$ cat src/rtl/d_ff_pipe_rst.sv
// d_ff_pipe_rst: elastic DEPTH-stage, WIDTH-bit register pipeline with
// valid/ready handshakes on both sides and collapsing bubbles.
// Ports: clk; reset (async, active-high); flush (sync clear of all valids);
//   in_valid/in_ready/d upstream; out_valid/out_ready/q/q_bar downstream;
//   count = number of valid stages (0..DEPTH).
module d_ff_pipe_rst #(
    parameter int unsigned      WIDTH       = 8,
    parameter int unsigned      DEPTH       = 4,
    parameter logic [WIDTH-1:0] RESET_VALUE = '0
) (
    input  logic                       clk,
    input  logic                       reset,
    input  logic                       flush,
    input  logic                       in_valid,
    output logic                       in_ready,
    input  logic [WIDTH-1:0]           d,
    output logic                       out_valid,
    input  logic                       out_ready,
    output logic [WIDTH-1:0]           q,
    output logic [WIDTH-1:0]           q_bar,
    output logic [$clog2(DEPTH+1)-1:0] count
);
    localparam int unsigned CW = $clog2(DEPTH + 1);

    logic [DEPTH-1:0]            valid_q, valid_d;
    logic [DEPTH-1:0][WIDTH-1:0] data_q, data_d;
    logic [CW-1:0]               count_q, count_d;

    logic [DEPTH-1:0]            rdy;
    logic                        rdy_run;
    // Index i of these is the predecessor of stage i; slot 0 is the input.
    logic [DEPTH:0]              v_src;
    logic [DEPTH:0][WIDTH-1:0]   d_src;
    logic                        accept;
    logic                        drain;

    // Walk from the output back: a stage is ready if it is empty or
    // everything downstream of it can move.
    always_comb begin
        rdy     = '0;
        rdy_run = out_ready;
        for (int i = DEPTH - 1; i >= 0; i--) begin
            rdy_run = !valid_q[i] || rdy_run;
            rdy[i]  = rdy_run;
        end
    end

    assign in_ready  = rdy[0] && !flush && !reset;
    assign accept    = in_valid && in_ready;
    assign out_valid = valid_q[DEPTH-1];
    assign drain     = out_valid && out_ready;
    assign q         = data_q[DEPTH-1];
    assign q_bar     = ~q;
    assign count     = count_q;

    assign v_src = {valid_q, accept};
    assign d_src = {data_q, d};

    always_comb begin
        valid_d = valid_q;
        data_d  = data_q;
        for (int i = 0; i < DEPTH; i++) begin
            if (rdy[i]) begin
                valid_d[i] = v_src[i];
            end
            // Data only moves with a real word, so bubbles never toggle it;
            // a flush leaves all data registers untouched.
            if (rdy[i] && v_src[i] && !flush) begin
                data_d[i] = d_src[i];
            end
        end
        count_d = count_q + CW'(accept) - CW'(drain);
        if (flush) begin
            valid_d = '0;
            count_d = '0;
        end
    end

    always_ff @(posedge clk or posedge reset) begin
        if (reset) begin
            valid_q <= '0;
            data_q  <= {DEPTH{RESET_VALUE}};
            count_q <= '0;
        end else begin
            valid_q <= valid_d;
            data_q  <= data_d;
            count_q <= count_d;
        end
    end

endmodule

$ cat config.mk
export PLATFORM = sky130hd
export DESIGN_NAME = d_ff_pipe_rst
export DESIGN_NICKNAME = d
export VERILOG_FILES = /design/src/rtl/d_ff_pipe_rst.sv
export SDC_FILE = /design/constraint.sdc
export NUM_CORES = 1
export LEC_CHECK = 0
export CELL_PAD_IN_SITES_DETAIL_PLACEMENT = 0
export CELL_PAD_IN_SITES_GLOBAL_PLACEMENT = 1
export CORE_MARGIN = 2
export CORE_UTILIZATION = 40
export DETAILED_ROUTE_END_ITERATION = 10
export PLACE_DENSITY_LB_ADDON = 0.1
export SLEW_MARGIN = 20
export SYNTH_ARGS = -nofsm -noshare
export SYNTH_HDL_FRONTEND = slang
export SYNTH_SLANG_ARGS = --single-unit
$ cat constraint.sdc
create_clock -name clk -period 4.9 [get_ports clk]
set_input_delay 0.49 -clock clk [delete_from_list [all_inputs] [get_ports clk]]
set_output_delay 0.49 -clock clk [all_outputs]
set_load 0.01 [all_outputs]
## After elaboration in Yosys (flattened, before gate mapping)

Cells that the tools add are included.

| storage, ports and cells | value |
|---|---|
| word-level logic and storage cells | 44 |
| input port bits | 13 |
| register bits | 39 |
| output and inout port bits | 21 |

| operators by class | value |
|---|---|
| reduce and logical (&&, ||, !) cells | 26 |
| add/subtract/negate cells | 2 |
| multiplexer cells | 6 |
| bitwise gates (word level) | 1 |

Operators with widths:

| operator | number |
|---|---|
| logical AND 1 bit | 12 |
| inverter 8 bit | 1 |
| nonzero test 2 bit | 4 |
| zero test 1 bit | 6 |
| logical OR 1 bit | 4 |
| two-way mux 1 bit | 4 |
| two-way mux 4 bit | 1 |
| adder 3 x 1 -> 3 bit | 1 |
| two-way mux 3 bit | 1 |
| subtractor 3 x 1 -> 3 bit | 1 |

## Longest topological paths before layout

Gate-level depths: netlist of run 1.

| depth | value |
|---|---|
| word-level depth | 11 |
| gate-level depth with buffers | 11 |
| depth with buffers taken out | 10 |

## Least setup slack after synthesis of run 1

No wires, ideal clock.

| path | value |
|---|---|
| path kind | input to register |
| start point | in out_ready |
| end point | reg count_q[2], in the netlist count[2] |
| arrival | 2.326 ns |
| required time | 4.764 ns |
| buffers on the path | 1 |
| path slack | 2.438 ns |
| cell stages on the path | 11 |
| library setup time | 0.136 ns |
| cells stage by stage | and4b_1 > buf_6 > a211oi_4 > inv_1 > ha_1 > inv_1 > ha_1 > inv_1 > fa_1 > xnor2_1 > nor2_1 |

| on the way | value |
|---|---|
| longest elaborated chain between the ends | 10 |
| elaborated cells between the ends (all ways) | 11 |
| classes of those cells | add/sub: 2; mux: 1; reduce/logical: 8 |

Ends and longest elaborated chain:

| element | RTL line | source |
|---|---|---|
| start, declared | 18 | `input logic out_ready,` |
| logical OR 1 bit (4 in a row) | 43 | `rdy_run = !valid_q[i] \|\| rdy_run;` |
| logical AND 1 bit (2 in a row) | 48 | `assign in_ready = rdy[0] && !flush && !reset;` |
| logical AND 1 bit | 49 | `assign accept = in_valid && in_ready;` |
| adder 3 x 1 -> 3 bit | 72 | `count_d = count_q + CW'(accept) - CW'(drain);` |
| subtractor 3 x 1 -> 3 bit (*) | 72 |  |
| two-way mux 3 bit (*) | 73 | `if (flush) begin` |
| net count_d[2] | 27 | `logic [CW-1:0] count_q, count_d;` |
| end signal, assigned | 87 | `count_q <= count_d;` |
| end, declared | 27 |  |

Mark *: on every way through the listed nets, which the timed path passes. The rest lies on a longest branch.
A chain may end at the register's enable or synchronous reset.

## Final worst setup path of run 1

Same ends and word-level chain as after synthesis.

==> reports/qor.txt, run 1 <==
Crit path largest cell delay: 0.49 ns
Combined buffer and inverter count along the critical path: 4
Later-pin clock latency in the skew report: 0.29 ns
Number of instances in the synthesized netlist: 122
Max-cap violations: 0
Rel. slew slack: 0.679
Post-route setup TNS: 0 ns
Post-detailed-route wirelength per cell: 11.7 um
Yosys warning count: 0
Mapped Area: 0.00171 mm^2
Worst R2R Start: valid_q[2]$_DFFE_PP0P_
CP delay by family, top: adder cells
Number of vias per cell: 4.64
Required time reported for the critical path endpoint: 5.06 ns
Critical path endpoint category: register
Leading cell types by total area after synthesis: dfrtp_1, mux2_2, mux2_4
Endpoints failing setup: 0
Number of global-route vias before repair: 930
Hold buffer count at cts: 0
CTS sink count: 39
Initial DRC Count: 24
Critical path class: in2reg
Detail Route Antenna Nets: 0
Number of setup buffers added after CTS: 0
Initial antenna violation count: 0
Clock transition time at the flip-flop clock pins of the worst setup and hold paths: 0.07 ns
Class of the tightest hold or removal check: reg2reg
RSZ-0062 raised after global routing: no
Status: finished clean
Synth Area per Inst: 14.0 um^2
Share of final-layout standard cells stronger than drive strength 1: 0.278
Area growth, synth to finish: 25.6%
Yosys cell types: 24
Post-layout worst setup margin: 2.09 ns
Worst Hold Endpoint: d_src[18]$_DFFE_PP0P_
Leakage: 0.993 nW
Clk root buf: clkbuf_8
H-tree levels: 2
Cell with the largest stage delay on the worst path: a211oi_4
Num CTS Buffers: 5
Area share of the leading cell type in the synthesized netlist: 0.572
Achievable Freq: 0.355 GHz
Overall power after layout: 893 uW
Non-filler instance count after layout: 201
Clock skew: 0.00638 ns
Vertical extent of the die: 69.3 um
GP Congestion: 0.723
Global-route wire length before repair: 4.34 mm
Global-route total usage across every layer: 0.114
Instance count along the most critical hold path: 1
Aggregate global routing overflow: 0
Part of the cycle the worst path needs: 0.574
Filler cell count: 338
Hold violation count in the final report: 0
Peak supply drop: 0.229 mV
Nets in the synthesized netlist: 138
Depth of the worst register-to-register path: 10
Slew Limit Fails: 0
Library cell with the largest summed area after synthesis: dfrtp_1
Number of input and output port buffers inserted: 33
Resized Gates After CTS: 0
Proportion of synthesized chip area in sequential cells: 0.572
Die Span X: 69.3 um
Drc violations: 0
Number of storage elements in the synthesis netlist: 39
Top cell by count, worst path: inv_1
Cell area power density: 417 mW/mm^2
Actual slew at the worst max-slew pin: 0.482 ns
Pin count of the biggest net entering global routing: 40
Cells after DPL: 193
Internal reg-to-reg setup slack: 2.35 ns
Post-route worst hold slack: 0.500 ns
CTS tree: built
CP startpoint kind: input pin
Fin nets: 166
DP Wirelength: 1.78 mm
Reg2Reg Capture Point: count[2]$_DFF_PP0_
Core region area: 0.00406 mm^2
Starting Density: 0.420
Detailed-routing iteration count for the pre-antenna-repair pass: 3
Vias after detailed routing: 933
CTS Buffer Depth: 2
CP Max Fanout: 9
Worst setup slack after placement: 1.77 ns
Clock period minus worst slack: 2.81 ns
Hold path startpoint: d_src[10]$_DFFE_PP0P_
Critical path data arrival time: 2.97 ns
Cell-by-cell listing of the critical path: clkdlybuf4s50_1 -> and4b_1 -> a211oi_4 -> inv_1 -> ha_1 -> inv_1 -> ha_1 -> inv_1 -> fa_1 -> xnor2_1 -> nor2_1
Area of the die: 0.00480 mm^2
Total wire length after detailed routing: 2.36 mm
Number of antenna diodes: 0
Placement Rows: 23
Number of primary I/O pins: 34
[cells in the mapped netlist]
| library cell | instances |
|---|---|
| a211o_2 | 1 |
| a211oi_1 | 1 |
| a211oi_4 | 1 |
| a21oi_1 | 2 |
| and2_1 | 1 |
| and2b_1 | 1 |
| and4b_1 | 1 |
| buf_2 | 2 |
| buf_4 | 8 |
| buf_6 | 2 |
| clkbuf_1 | 1 |
| dfrtp_1 | 39 |
| fa_1 | 1 |
| ha_1 | 2 |
| inv_1 | 13 |
| mux2_2 | 24 |
| mux2_4 | 8 |
| nand2_1 | 1 |
| nand2b_1 | 1 |
| nor2_1 | 7 |
| nor2b_1 | 1 |
| or3b_1 | 2 |
| xnor2_1 | 1 |
| xor2_1 | 1 |
[cell families (layout without fill, tap and decap cells)]
group,after synthesis,after routing,share of synthesized area
flip-flops,39,39,0.572
multiplexers,32,32,0.229
buffers and inverters,26,55,0.0851
AND/OR/NAND/NOR,15,15,0.0492
AO/OA/AOI/OAI,5,5,0.0279
adder cells (fa/ha/maj),3,3,0.0264
XOR/XNOR,2,2,0.0103
[worst register-to-register path, cell delays in order, from the launching register on]
cell and delay [ns]:
dfrtp_1 0.42, and4b_1 0.28, a211oi_4 0.49, inv_1 0.11, ha_1 0.31, inv_1 0.06
ha_1 0.12, inv_1 0.04, fa_1 0.38, xnor2_1 0.16, nor2_1 0.06
[routing by layer]
layer / wire (um) / GRT usage / up-vias
li1: - / - / 453
met1: 1090 / 0.142 / 444
met4: 64 / 0.0719 / 0
met2: 1060 / 0.172 / 30
met5: 0 / 0 / -
met3: 148 / 0.0363 / 6
[where the power goes]
part	switching [mW]	internal, mW
Sequential	0.0384	0.391
Combinational	0.0467	0.109
Clock	0.104	0.203
[layout by cell type, fill, tap and decap left out, drive strengths merged]
cell and n:
nor2 7, clkbuf 6, or3b 2, nand2 1
bufinv 2, dfrtp 39, clkdlybuf4s50 33, a21oi 2
and4b 1, a211oi 2, xnor2 1, fa 1
and2b 1, inv 13, ha 2, buf 1
xor2 1, and2 1, nand2b 1, nor2b 1
a211o 1, mux2 32
[per-stage QoR]
step / area (um^2) / util
after detailed placement: 2010 / 0.495
after floorplan: 1710 / -
after global placement: 2010 / 0.495
after CTS: 2140 / 0.528
after global routing: 2140 / 0.528
final: 2140 / 0.528
[worst max path at each step]
| stage | end | cells after the start | slack (ns) | startpoint |
|---|---|---|---|---|
| finish | count[2]$_DFF_PP0_ | 11 | 2.09 | out_ready |
| global route | count[2]$_DFF_PP0_ | 11 | 1.86 | out_ready |
| CTS | count[2]$_DFF_PP0_ | 11 | 2.06 | out_ready |
| detailed placement | count[2]$_DFF_PP0_ | 11 | 1.77 | out_ready |
| global placement | count[2]$_DFF_PP0_ | 11 | 1.81 | out_ready |
| floorplan | count[2]$_DFF_PP0_ | 11 | 2.44 | out_ready |
[registers in the layout, summed over array words and instances, names as in the netlist]
| signal | flops |
|---|---|
| valid_q | 4 |
| q | 8 |
| count | 3 |
| d_src | 24 |
[layout make-up]
class                           instances  area, um^2  area share
Clock inverter                          2        60.1      0.0280
Clock buffer                            6        72.6      0.0339
Inverter                               13        48.8      0.0228
Multi-Input combinational cell         57         584       0.273
Timing Repair Buffer                   34         338       0.158
Tap cell                               50        62.6      0.0292
Sequential cell                        39         976       0.456
Power figures use the tool's default switching activity.
==> run 2, diff against run 1 <==
==> constraint.sdc (replaced) <==
create_clock -name clk -period 2.92 [get_ports clk]
set_input_delay 0.292 -clock clk [delete_from_list [all_inputs] [get_ports clk]]
set_output_delay 0.292 -clock clk [all_outputs]
set_load 0.01 [all_outputs]
==> reports/qor.txt, run 2 (same netlist as run 1, synthesis figures left out) <==
Crit path largest cell delay: 0.48 ns
Critical path endpoint category: register
CP startpoint kind: input pin
Number of flip-flops under the largest register name: 24
Resized Gates After CTS: 0
Cell with the largest stage delay on the worst path: clkdlybuf4s50_1
CTS Buffer Depth: 2
Depth of the worst register-to-register path: 10
Number of vias per cell: 4.56
Cell-by-cell listing of the critical path: clkdlybuf4s50_1 -> and4b_1 -> a211oi_4 -> inv_1 -> ha_1 -> inv_1 -> ha_1 -> inv_1 -> fa_1 -> xnor2_1 -> nor2_1
CP Max Fanout: 5
Part of the cycle the worst path needs: 0.796
Leakage: 0.975 nW
CP delay by family, top: adder cells
Required time reported for the critical path endpoint: 3.09 ns
Top library cells by usage in the layout, fill and taps aside: dfrtp_1, clkdlybuf4s50_1, mux2_2, inv_1, mux2_4
Post-detailed-route wirelength per cell: 12.3 um
Combined buffer and inverter count along the critical path: 4
Initial DRC Count: 39
Peak supply drop: 0.325 mV
Internal reg-to-reg setup slack: 0.66 ns
Met3 Resource Use GR: 0.0494
Number of global-route vias before repair: 930
Fin nets: 168
Number of input and output port buffers inserted: 33
Hold violation count in the final report: 0
Achievable Freq: 0.430 GHz
Cell area power density: 624 mW/mm^2
Post-route worst hold slack: 0.485 ns
Placement Rows: 23
Area growth, synth to finish: 23.0%
Max-cap violations: 0
Clk root buf: clkbuf_8
RSZ-0062 raised after global routing: no
Global-route wire length before repair: 4.28 mm
Met1 capacity usage during global routing: 0.137
DP Wirelength: 1.85 mm
Actual slew at the worst max-slew pin: 0.488 ns
Final core area utilization: 0.517
Post-route setup TNS: 0 ns
CTS sink count: 39
Vertical extent of the die: 69.3 um
Pin count of the biggest net entering global routing: 40
Clock skew: 0.00325 ns
Reg2Reg Capture Point: count[2]$_DFF_PP0_
Top cell by count, worst path: inv_1
Drc violations: 0
Combined area of the multi-input logic cells: 584 um^2
Critical path data arrival time: 2.50 ns
Initial antenna violation count: 0
Worst R2R Start: valid_q[2]$_DFFE_PP0P_
Status: finished clean
Endpoints failing setup: 0
H-tree levels: 2
Critical path depth: 11
Starting Density: 0.420
Total wire length after detailed routing: 2.47 mm
Number of setup buffers added after CTS: 0
Rel. slew slack: 0.674
Sequential standard cell area: 976 um^2
Setup crit end: count[2]$_DFF_PP0_
Share of final-layout standard cells stronger than drive strength 1: 0.278
Aggregate global routing overflow: 0
Clock period minus worst slack: 2.32 ns
GR peak layer: met2
Later-pin clock latency in the skew report: 0.28 ns
Core region area: 0.00406 mm^2
Detailed-routing iteration count for the pre-antenna-repair pass: 2
Critical path class: in2reg
Number of primary I/O pins: 34
GP Congestion: 0.749
Overall power after layout: 1.31 mW
Vias after detailed routing: 916
Detail Route Antenna Nets: 0
Slew Limit Fails: 0
Die Span X: 69.3 um
Global-route total usage across every layer: 0.114
Critical path launch point: out_ready
Clock transition time at the flip-flop clock pins of the worst setup and hold paths: 0.07 ns
Filler cell count: 350
Hold buffer count at cts: 0
Met2 Usage GRT: 0.177
Commonest non-fill, non-tap cell in the layout: dfrtp_1
Number of antenna diodes: 0
Area of the die: 0.00480 mm^2
CTS tree: built
Class of the tightest hold or removal check: in2async
Num CTS Buffers: 5
==> run 2: stage by stage <==
stage / std cells / worst slack, ns / instance area (um^2)
after floorplan: 122 / 0.530 / 1710
after global placement: 195 / 0.369 / 2020
after detailed placement: 195 / 0.281 / 2020
after CTS: 201 / 0.586 / 2100
after global routing: 201 / 0.440 / 2100
final: 201 / 0.595 / 2100
==> run 2: power by group <==
group / internal, mW / switching, mW
combinational: 0.185 / 0.0801
sequential: 0.657 / 0.0664
clock: 0.159 / 0.161
==> run 2: routing by layer <==
layer	vias to the layer above	routed length, um
met1	433	1150
li1	450	-
met2	29	1130
met4	0	35
met3	4	153
met5	-	0
==> run 2: worst min path at each step <==
| stage | startpoint | end | slack [ns] |
|---|---|---|---|
| global route | d_src[15]$_DFFE_PP0P_ | d_src[23]$_DFFE_PP0P_ | 0.52 |
| global placement | d_src[11]$_DFFE_PP0P_ | d_src[19]$_DFFE_PP0P_ | 0.49 |
| CTS | reset | valid_q[2]$_DFFE_PP0P_ | 0.51 |
| finish | reset | valid_q[0]$_DFFE_PP0P_ | 0.49 |
| floorplan | d[2] | d_src[10]$_DFFE_PP0P_ | 0.44 |
| detailed placement | d_src[31]$_DFFE_PP0P_ | d_src[31]$_DFFE_PP0P_ | 0.49 |
==> run 2: final cells by class <==
class / instances / area share
inverters: 13 / 0.0233
clock buffers: 6 / 0.0346
flip-flops and latches: 39 / 0.465
multi-input cells: 57 / 0.279
repair buffers: 36 / 0.168
well taps: 50 / 0.0298
==> run 2: tightest hold or removal path: cells and delay by family <==
kind | cells | cell delay, ns
buffers and inverters | 3 | 0.92
